<file path="src/rtl/qspi_pkg.sv">
// Shared types and constants for the quad-SPI responder.
`timescale 1ns/1ps
package qspi_pkg;

    typedef enum logic [1:0] {IDLE, NIB0, NIB1} qspi_slv_state_t;

    localparam logic [7:0]  QSPI_FILL_BYTE        = 8'hFF;
    localparam int unsigned QSPI_NIBBLES_PER_BYTE = 2;

endpackage

</file>
<file path="src/rtl/qspi_slave_if.sv">
// Byte-level TX/RX handshake bundle between the QSPI responder and its local client.
`timescale 1ns/1ps
interface qspi_slave_if;

    logic [7:0] tx_data;
    logic       tx_valid;
    logic       tx_ready;
    logic       tx_underrun;
    logic [7:0] rx_data;
    logic       rx_valid;
    logic       rx_ready;
    logic       rx_overrun;

    modport slave (
        input  tx_data, tx_valid, rx_ready,
        output tx_ready, tx_underrun, rx_data, rx_valid, rx_overrun
    );

    modport master (
        output tx_data, tx_valid, rx_ready,
        input  tx_ready, tx_underrun, rx_data, rx_valid, rx_overrun
    );

endinterface

</file>
<file path="src/rtl/qspi_sync_edge.sv">
// Multi-stage synchronizer plus history flop; rise/fall are one-cycle strobes aligned with level.
`timescale 1ns/1ps
module qspi_sync_edge #(
    parameter int unsigned      WIDTH     = 1,
    parameter int unsigned      STAGES    = 2,
    parameter logic [WIDTH-1:0] RESET_VAL = '0
) (
    input  logic             clk,
    input  logic             reset,
    input  logic [WIDTH-1:0] din,
    output logic [WIDTH-1:0] level,
    output logic [WIDTH-1:0] rise,
    output logic [WIDTH-1:0] fall
);

    logic [WIDTH-1:0] sync_q [STAGES];
    logic [WIDTH-1:0] hist_q;

    always_ff @(posedge clk) begin
        if (reset) begin
            for (int i = 0; i < STAGES; i++) begin
                sync_q[i] <= RESET_VAL;
            end
            hist_q <= RESET_VAL;
        end else begin
            sync_q[0] <= din;
            for (int i = 1; i < STAGES; i++) begin
                sync_q[i] <= sync_q[i-1];
            end
            hist_q <= sync_q[STAGES-1];
        end
    end

    assign level = sync_q[STAGES-1];
    assign rise  = level & ~hist_q;
    assign fall  = ~level & hist_q;

endmodule

</file>
<file path="src/rtl/qspi_slave.sv">
// Quad-SPI responder: nibble-serial RX/TX over 4 lanes, oversampled on clk.
// Define QSPI_SLAVE_ECHO_EN to return the last received byte on TX underrun.
`timescale 1ns/1ps
module qspi_slave
    import qspi_pkg::*;
#(
    parameter int unsigned SYNC_STAGES = 2
) (
    input  logic        clk,
    input  logic        reset,
    input  logic        sclk,
    input  logic        cs_n,
    input  logic [3:0]  mosi,
    output logic [3:0]  miso,
    output logic        miso_oe,
    qspi_slave_if.slave bus
);

    localparam int unsigned NIB_W = 8 / QSPI_NIBBLES_PER_BYTE;

    logic [1:0]       ctl_level_unused, ctl_rise, ctl_fall;
    logic [NIB_W-1:0] mosi_s, mosi_rise_unused, mosi_fall_unused;
    logic             sclk_rise, sclk_fall, cs_rise, cs_fall;

    // cs_n resets high so an idle bus produces no strobe out of reset.
    qspi_sync_edge #(.WIDTH(2), .STAGES(SYNC_STAGES), .RESET_VAL(2'b10)) u_ctl_sync (
        .clk   (clk),
        .reset (reset),
        .din   ({cs_n, sclk}),
        .level (ctl_level_unused),
        .rise  (ctl_rise),
        .fall  (ctl_fall)
    );

    qspi_sync_edge #(.WIDTH(NIB_W), .STAGES(SYNC_STAGES), .RESET_VAL('0)) u_mosi_sync (
        .clk   (clk),
        .reset (reset),
        .din   (mosi),
        .level (mosi_s),
        .rise  (mosi_rise_unused),
        .fall  (mosi_fall_unused)
    );

    assign sclk_rise = ctl_rise[0];
    assign sclk_fall = ctl_fall[0];
    assign cs_rise   = ctl_rise[1];
    assign cs_fall   = ctl_fall[1];

    qspi_slv_state_t  state_q, state_d;
    logic [7:0]       tx_shift_q, tx_shift_d, hold_q, hold_d, rx_data_q, rx_data_d;
    logic             hold_full_q, hold_full_d, rx_valid_q, rx_valid_d;
    logic [NIB_W-1:0] rx_lo_q, rx_lo_d, miso_q, miso_d;
    logic             miso_oe_q, miso_oe_d, underrun_q, underrun_d, overrun_q, overrun_d;
    logic             do_load, byte_done;
    logic [7:0]       load_byte, fill_byte;

`ifdef QSPI_SLAVE_ECHO_EN
    assign fill_byte = rx_data_q;
`else
    assign fill_byte = QSPI_FILL_BYTE;
`endif

    always_comb begin
        state_d     = state_q;
        tx_shift_d  = tx_shift_q;
        hold_d      = hold_q;
        hold_full_d = hold_full_q;
        rx_lo_d     = rx_lo_q;
        rx_data_d   = rx_data_q;
        rx_valid_d  = rx_valid_q & ~bus.rx_ready;
        miso_d      = miso_q;
        miso_oe_d   = miso_oe_q;
        underrun_d  = 1'b0;
        overrun_d   = 1'b0;
        do_load     = 1'b0;
        byte_done   = 1'b0;
        load_byte   = fill_byte;

        if (bus.tx_valid && !hold_full_q) begin
            hold_d      = bus.tx_data;
            hold_full_d = 1'b1;
        end

        if (cs_rise) begin
            state_d   = IDLE;
            miso_oe_d = 1'b0;
        end else begin
            unique case (state_q)
                IDLE: begin
                    if (cs_fall) begin
                        do_load   = 1'b1;
                        miso_oe_d = 1'b1;
                        state_d   = NIB0;
                    end
                end
                NIB0: begin
                    if (sclk_rise) begin
                        rx_lo_d = mosi_s;
                    end else if (sclk_fall) begin
                        miso_d  = tx_shift_q[7:NIB_W];
                        state_d = NIB1;
                    end
                end
                NIB1: begin
                    if (sclk_rise) begin
                        byte_done = 1'b1;
                    end else if (sclk_fall) begin
                        do_load = 1'b1;
                        state_d = NIB0;
                    end
                end
                default: state_d = IDLE;
            endcase
        end

        // A byte offered in the same cycle as an empty-register load waits for the next boundary.
        if (do_load) begin
            if (hold_full_q) begin
                load_byte   = hold_q;
                hold_full_d = 1'b0;
            end else begin
                underrun_d = 1'b1;
            end
            tx_shift_d = load_byte;
            miso_d     = load_byte[NIB_W-1:0];
        end

        if (byte_done) begin
            if (!rx_valid_q || bus.rx_ready) begin
                rx_data_d  = {mosi_s, rx_lo_q};
                rx_valid_d = 1'b1;
            end else begin
                overrun_d = 1'b1;
            end
        end
    end

    always_ff @(posedge clk) begin
        if (reset) begin
            state_q     <= IDLE;
            tx_shift_q  <= 8'h00;
            hold_q      <= 8'h00;
            hold_full_q <= 1'b0;
            rx_lo_q     <= '0;
            rx_data_q   <= 8'h00;
            rx_valid_q  <= 1'b0;
            miso_q      <= '0;
            miso_oe_q   <= 1'b0;
            underrun_q  <= 1'b0;
            overrun_q   <= 1'b0;
        end else begin
            state_q     <= state_d;
            tx_shift_q  <= tx_shift_d;
            hold_q      <= hold_d;
            hold_full_q <= hold_full_d;
            rx_lo_q     <= rx_lo_d;
            rx_data_q   <= rx_data_d;
            rx_valid_q  <= rx_valid_d;
            miso_q      <= miso_d;
            miso_oe_q   <= miso_oe_d;
            underrun_q  <= underrun_d;
            overrun_q   <= overrun_d;
        end
    end

    assign miso            = miso_q;
    assign miso_oe         = miso_oe_q;
    assign bus.tx_ready    = ~hold_full_q;
    assign bus.tx_underrun = underrun_q;
    assign bus.rx_data     = rx_data_q;
    assign bus.rx_valid    = rx_valid_q;
    assign bus.rx_overrun  = overrun_q;

endmodule

</file>
<file path="src/flat_wrapper.sv">
// flat-port wrapper written by rule: the top's interface ports become plain ports
module qspi_slave_flat import qspi_pkg::*;
#(
    parameter int unsigned SYNC_STAGES = 2
)
  (clk, reset, sclk, cs_n, mosi, miso, miso_oe, bus_tx_data, bus_tx_valid, bus_rx_ready, bus_tx_ready, bus_tx_underrun, bus_rx_data, bus_rx_valid, bus_rx_overrun);
  qspi_slave_if bus_i ();
  input  logic clk;
  input  logic reset;
  input  logic sclk;
  input  logic cs_n;
  input  logic [3:0] mosi;
  output logic [3:0] miso;
  output logic miso_oe;
  input wire logic [$bits(bus_i.tx_data)-1:0] bus_tx_data;
  input wire logic [$bits(bus_i.tx_valid)-1:0] bus_tx_valid;
  input wire logic [$bits(bus_i.rx_ready)-1:0] bus_rx_ready;
  output wire logic [$bits(bus_i.tx_ready)-1:0] bus_tx_ready;
  output wire logic [$bits(bus_i.tx_underrun)-1:0] bus_tx_underrun;
  output wire logic [$bits(bus_i.rx_data)-1:0] bus_rx_data;
  output wire logic [$bits(bus_i.rx_valid)-1:0] bus_rx_valid;
  output wire logic [$bits(bus_i.rx_overrun)-1:0] bus_rx_overrun;
  assign bus_i.tx_data = bus_tx_data;
  assign bus_i.tx_valid = bus_tx_valid;
  assign bus_i.rx_ready = bus_rx_ready;
  assign bus_tx_ready = bus_i.tx_ready;
  assign bus_tx_underrun = bus_i.tx_underrun;
  assign bus_rx_data = bus_i.rx_data;
  assign bus_rx_valid = bus_i.rx_valid;
  assign bus_rx_overrun = bus_i.rx_overrun;
  qspi_slave #(.SYNC_STAGES(SYNC_STAGES)) u_core (.clk(clk), .reset(reset), .sclk(sclk), .cs_n(cs_n), .mosi(mosi), .miso(miso), .miso_oe(miso_oe), .bus(bus_i));
endmodule
</file>
<file path="config.mk">
export PLATFORM = sky130hd
export DESIGN_NAME = qspi_slave_flat
export DESIGN_NICKNAME = d
export VERILOG_FILES = /design/src/rtl/qspi_pkg.sv /design/src/rtl/qspi_slave_if.sv /design/src/rtl/qspi_sync_edge.sv /design/src/rtl/qspi_slave.sv /design/src/flat_wrapper.sv
export SDC_FILE = /design/constraint.sdc
export NUM_CORES = 1
export LEC_CHECK = 0
export BUFFER_PORTS_ARGS = -buffer_cell sky130_fd_sc_hd__buf_2
export CORE_MARGIN = 2
export CORE_UTILIZATION = 40
export CTS_CLUSTER_SIZE = 24
export DETAILED_ROUTE_END_ITERATION = 8
export PLACE_DENSITY = 0.72
export SLEW_MARGIN = 15
export SYNTH_ARGS = -nofsm -noshare
export SYNTH_HDL_FRONTEND = slang
export SYNTH_SLANG_ARGS = --single-unit
</file>
<file path="constraint.sdc">
create_clock -name clk -period 2.5 [get_ports clk]
set_input_delay 0.5 -clock clk [delete_from_list [all_inputs] [get_ports clk]]
set_output_delay 0.5 -clock clk [all_outputs]
set_load 0.03 [all_outputs]
</file>
==> results.sh <==
export IMPL_status="finished, final reports clean"
export IMPL_vdd_drop_max_mv=0.280
export IMPL_yosysWarnings=0
export IMPL_clock_sinks=49
export IMPL_hold_viol=0
export IMPL_skew_ps=5.92
export IMPL_fin_crit_ps=1830
export IMPL_root_buffer="clkbuf_8"
export IMPL_ys_types=38
export IMPL_final_util=0.493
export IMPL_fin_crit_sh=0.731
export IMPL_num_fill_cells=411
export IMPL_die_w_um=72.3
export IMPL_die_area_um2=5230
export IMPL_clk_path_buf_depth=2
export IMPL_drc_errors=0
export IMPL_netlist_area_leader_share=0.526
export IMPL_avgViaCountPerCell=4.91
export IMPL_maxCapViolCount=0
export IMPL_post_synth_cell_area_avg_um2=9.87
export IMPL_met3WireLength_um=122
export IMPL_final_common_cell="dfxtp_1"
export IMPL_stdcell_count=276
export IMPL_max_stage_delay_ps=660
export IMPL_synthCells=189
export IMPL_p_switching_mw=0.331
export IMPL_synth_adder_area_share=0
export IMPL_setup_worst_path_end_class="flip-flop"
export IMPL_max_slew_margin=0.480
export IMPL_layout_setup_ws_ps=674
export IMPL_numPortBuffers=34
export IMPL_cts_htree_levels=2
export IMPL_synth_seq_area_share=0.526
export IMPL_drive_above_1_share=0.259
export IMPL_synthMuxAreaShare=0.0858
export IMPL_start_util=0.423
export IMPL_ctsResizeCount=0
export IMPL_grt_pass1_vias=1224
export IMPL_dpl_worst_slack_ps=679
export IMPL_drtIter0Drc=86
export IMPL_cts_tree="done"
export IMPL_critPathArrivalTime_ps=2040
export IMPL_grt_pass1_wl_um=5320
export IMPL_antenna_found_initial=0
export IMPL_worstMarginPinSlew_ps=779
export IMPL_yosys_top_cells_area="dfxtp_1 53%, mux2i_1 8.6%, nor2_1 5.2%"
export IMPL_finalSetupViolCount=0
export IMPL_p_total_mw=1.41
export IMPL_crit_chain="nor2b_1 > o21a_2 > o21ai_0 > a311oi_1"
export IMPL_min_path_type="in2reg"
export IMPL_nets=241
export IMPL_place_gp_congestion=0.813
export IMPL_areaGrowthSynthToFinish_pct=16.6
export IMPL_final_area_um2=2170
export IMPL_synth_compound_area_frac=0.116
export IMPL_synthesis_nets=207
export IMPL_reg2reg_from="u_core.u_ctl_sync.sync_q[0][3]"
export IMPL_crit_start="u_core.u_ctl_sync.sync_q[0][3]"
export IMPL_placed_cells=268
export IMPL_met2WireLength_um=1340
export IMPL_topRoutingLayerUsed="met4"
export IMPL_first_pass_iters=4
export IMPL_sw_frac_of_total=0.235
export IMPL_crit_path_start_kind="flip-flop"
export IMPL_grt_max_degree=29
export IMPL_rsz0062_at_grt="false"
export IMPL_dieHeight_um=72.3
export IMPL_internal_power_mw=1.08
export IMPL_max_freq_ghz=0.548
export IMPL_min_from="cs_n"
export IMPL_wirelength_met1_um=1590
export IMPL_slew_violations=0
export IMPL_leakage_nw=0.851
export IMPL_core_area_um2=4410
export IMPL_comb_power_share=0.080
export IMPL_layout_common_cells="49 x dfxtp_1, 34 x buf_2, 26 x nor2_1, 16 x mux2i_1, 14 x nor2b_1"
export IMPL_drtAntennaViolNets=0
export IMPL_wl_per_cell_um=11.3
export IMPL_grt_overflow=0
export IMPL_synthSimpleGateAreaFrac=0.220
export IMPL_grtUsageTotal=0.130
export IMPL_yosys_area_share_xor_xnor=0.00469
export IMPL_criticalPathCategory="reg2reg"
export IMPL_synth_top_area_cell="dfxtp_1"
export IMPL_path_clk_slew_ps=90
export IMPL_dp_hpwl_um=2220
export IMPL_io_pins=35
export IMPL_cts_setup_buffers=0
export IMPL_clock_latency_ps=300
export IMPL_cp_slowest_cell="nor2b_1"
export IMPL_numCtsBuffers=5
export IMPL_synth_top_family_by_area="simple AND/OR/NAND/NOR gates"
export IMPL_cp_max_fo=10
export IMPL_tns_ps=0
export IMPL_rows=24
export IMPL_postCtsHoldBufs=0
export IMPL_cp_required_ps=2710
export IMPL_n_antenna_cell=0
export IMPL_power_frac_seq=0.582
export IMPL_netlist_area_um2=1870
export IMPL_pwr_share_clk=0.338
export IMPL_holdWs_ps=387
export IMPL_num_vias=1354
export IMPL_ys_ff_latch=49
export IMPL_powerDensity_nw_per_um2=649
export IMPL_placed_area_um2=2080
export IMPL_wirelength_um=3120
[cells in the mapped netlist]
cell type / instances
o311ai_1: 3
a211oi_1: 1
or4b_4: 1
xnor2_1: 1
a311oi_1: 1
a221oi_1: 2
nand3_1: 2
nor3_1: 3
clkbuf_1: 4
buf_2: 2
nor3_2: 1
o31ai_2: 1
o21a_2: 1
nor2_1: 26
o21ai_0: 4
or3b_1: 2
dfxtp_1: 49
buf_4: 1
mux2i_1: 16
nand2_1: 3
nor4b_1: 1
a211o_1: 1
inv_1: 9
inv_2: 1
o31a_1: 1
nand2b_1: 9
o211ai_1: 3
or2_4: 1
nor4_4: 1
buf_6: 1
or2_2: 4
nand3b_1: 1
nor2b_1: 14
a21oi_1: 12
nor3b_1: 1
or3_1: 2
buf_1: 2
a221oi_2: 1
[cell type report]
cell class / count / area (um^2) / share of cell area
inverter: 10 / 37.5 / 0.0173
clock buffer: 6 / 82.6 / 0.0380
clock inverter: 2 / 13.8 / 0.00633
multi-input combinational: 120 / 802 / 0.369
tap: 52 / 65.1 / 0.0299
timing repair buffer: 37 / 193 / 0.0886
sequential: 49 / 981 / 0.451
[power by group through the flow]
stage / clock network (mW) / logic (mW) / registers, mW
finish: 0.477 / 0.112 / 0.822
global route: 0.521 / 0.126 / 0.826
CTS: 0.492 / 0.113 / 0.822
detailed placement: 0 / 0.113 / 0.841
global placement: 0 / 0.112 / 0.840
floorplan: 0 / 0.0788 / 0.841
[kinds of logic (layout without fill, tap and decap cells)]
logic type,after synthesis,after routing
flops,49,49
simple gates,72,72
compound gates,31,31
buf+inv,20,55
mux,16,16
xor+xnor,1,1
[routing by layer]
metal | GRT usage | vias to the layer above
li1 | - | 709
met1 | 0.171 | 606
met2 | 0.198 | 32
met3 | 0.0292 | 7
met4 | 0.0692 | 0
met5 | 0 | -
[state kept, by name, summed over array words and instances, names as in the netlist, 2 cells and up]
register                   count
u_core.tx_shift_q              4
u_core.u_mosi_sync.sync_q      8
u_core.miso                    4
u_core.u_ctl_sync.sync_q       4
u_core.u_ctl_sync.hist_q       2
u_core.bus.rx_data             8
u_core.state_q                 2
u_core.rx_lo_q                 4
u_core.hold_q                  8
[critical path, delay by kind of cell, from the launching register on]
family / cells / cell delay, ps
and+or+nand+nor: 1 / 660
AOI/OAI and AO/OA: 3 / 680
DFF: 1 / 400
[worst paths after layout]
| kind | slack [ps] | cells after the start | end |
|---|---|---|---|
| max | 670 | 4 | u_core.miso[3] |
| min | 390 | 2 | u_core.u_ctl_sync.sync_q[0][1] |
| max reg2reg | 670 | 4 | u_core.miso[3] |
| min reg2reg | 420 | 1 | u_core.u_ctl_sync.sync_q[0][3] |
Note: power is estimated with default switching activity, not from simulation.
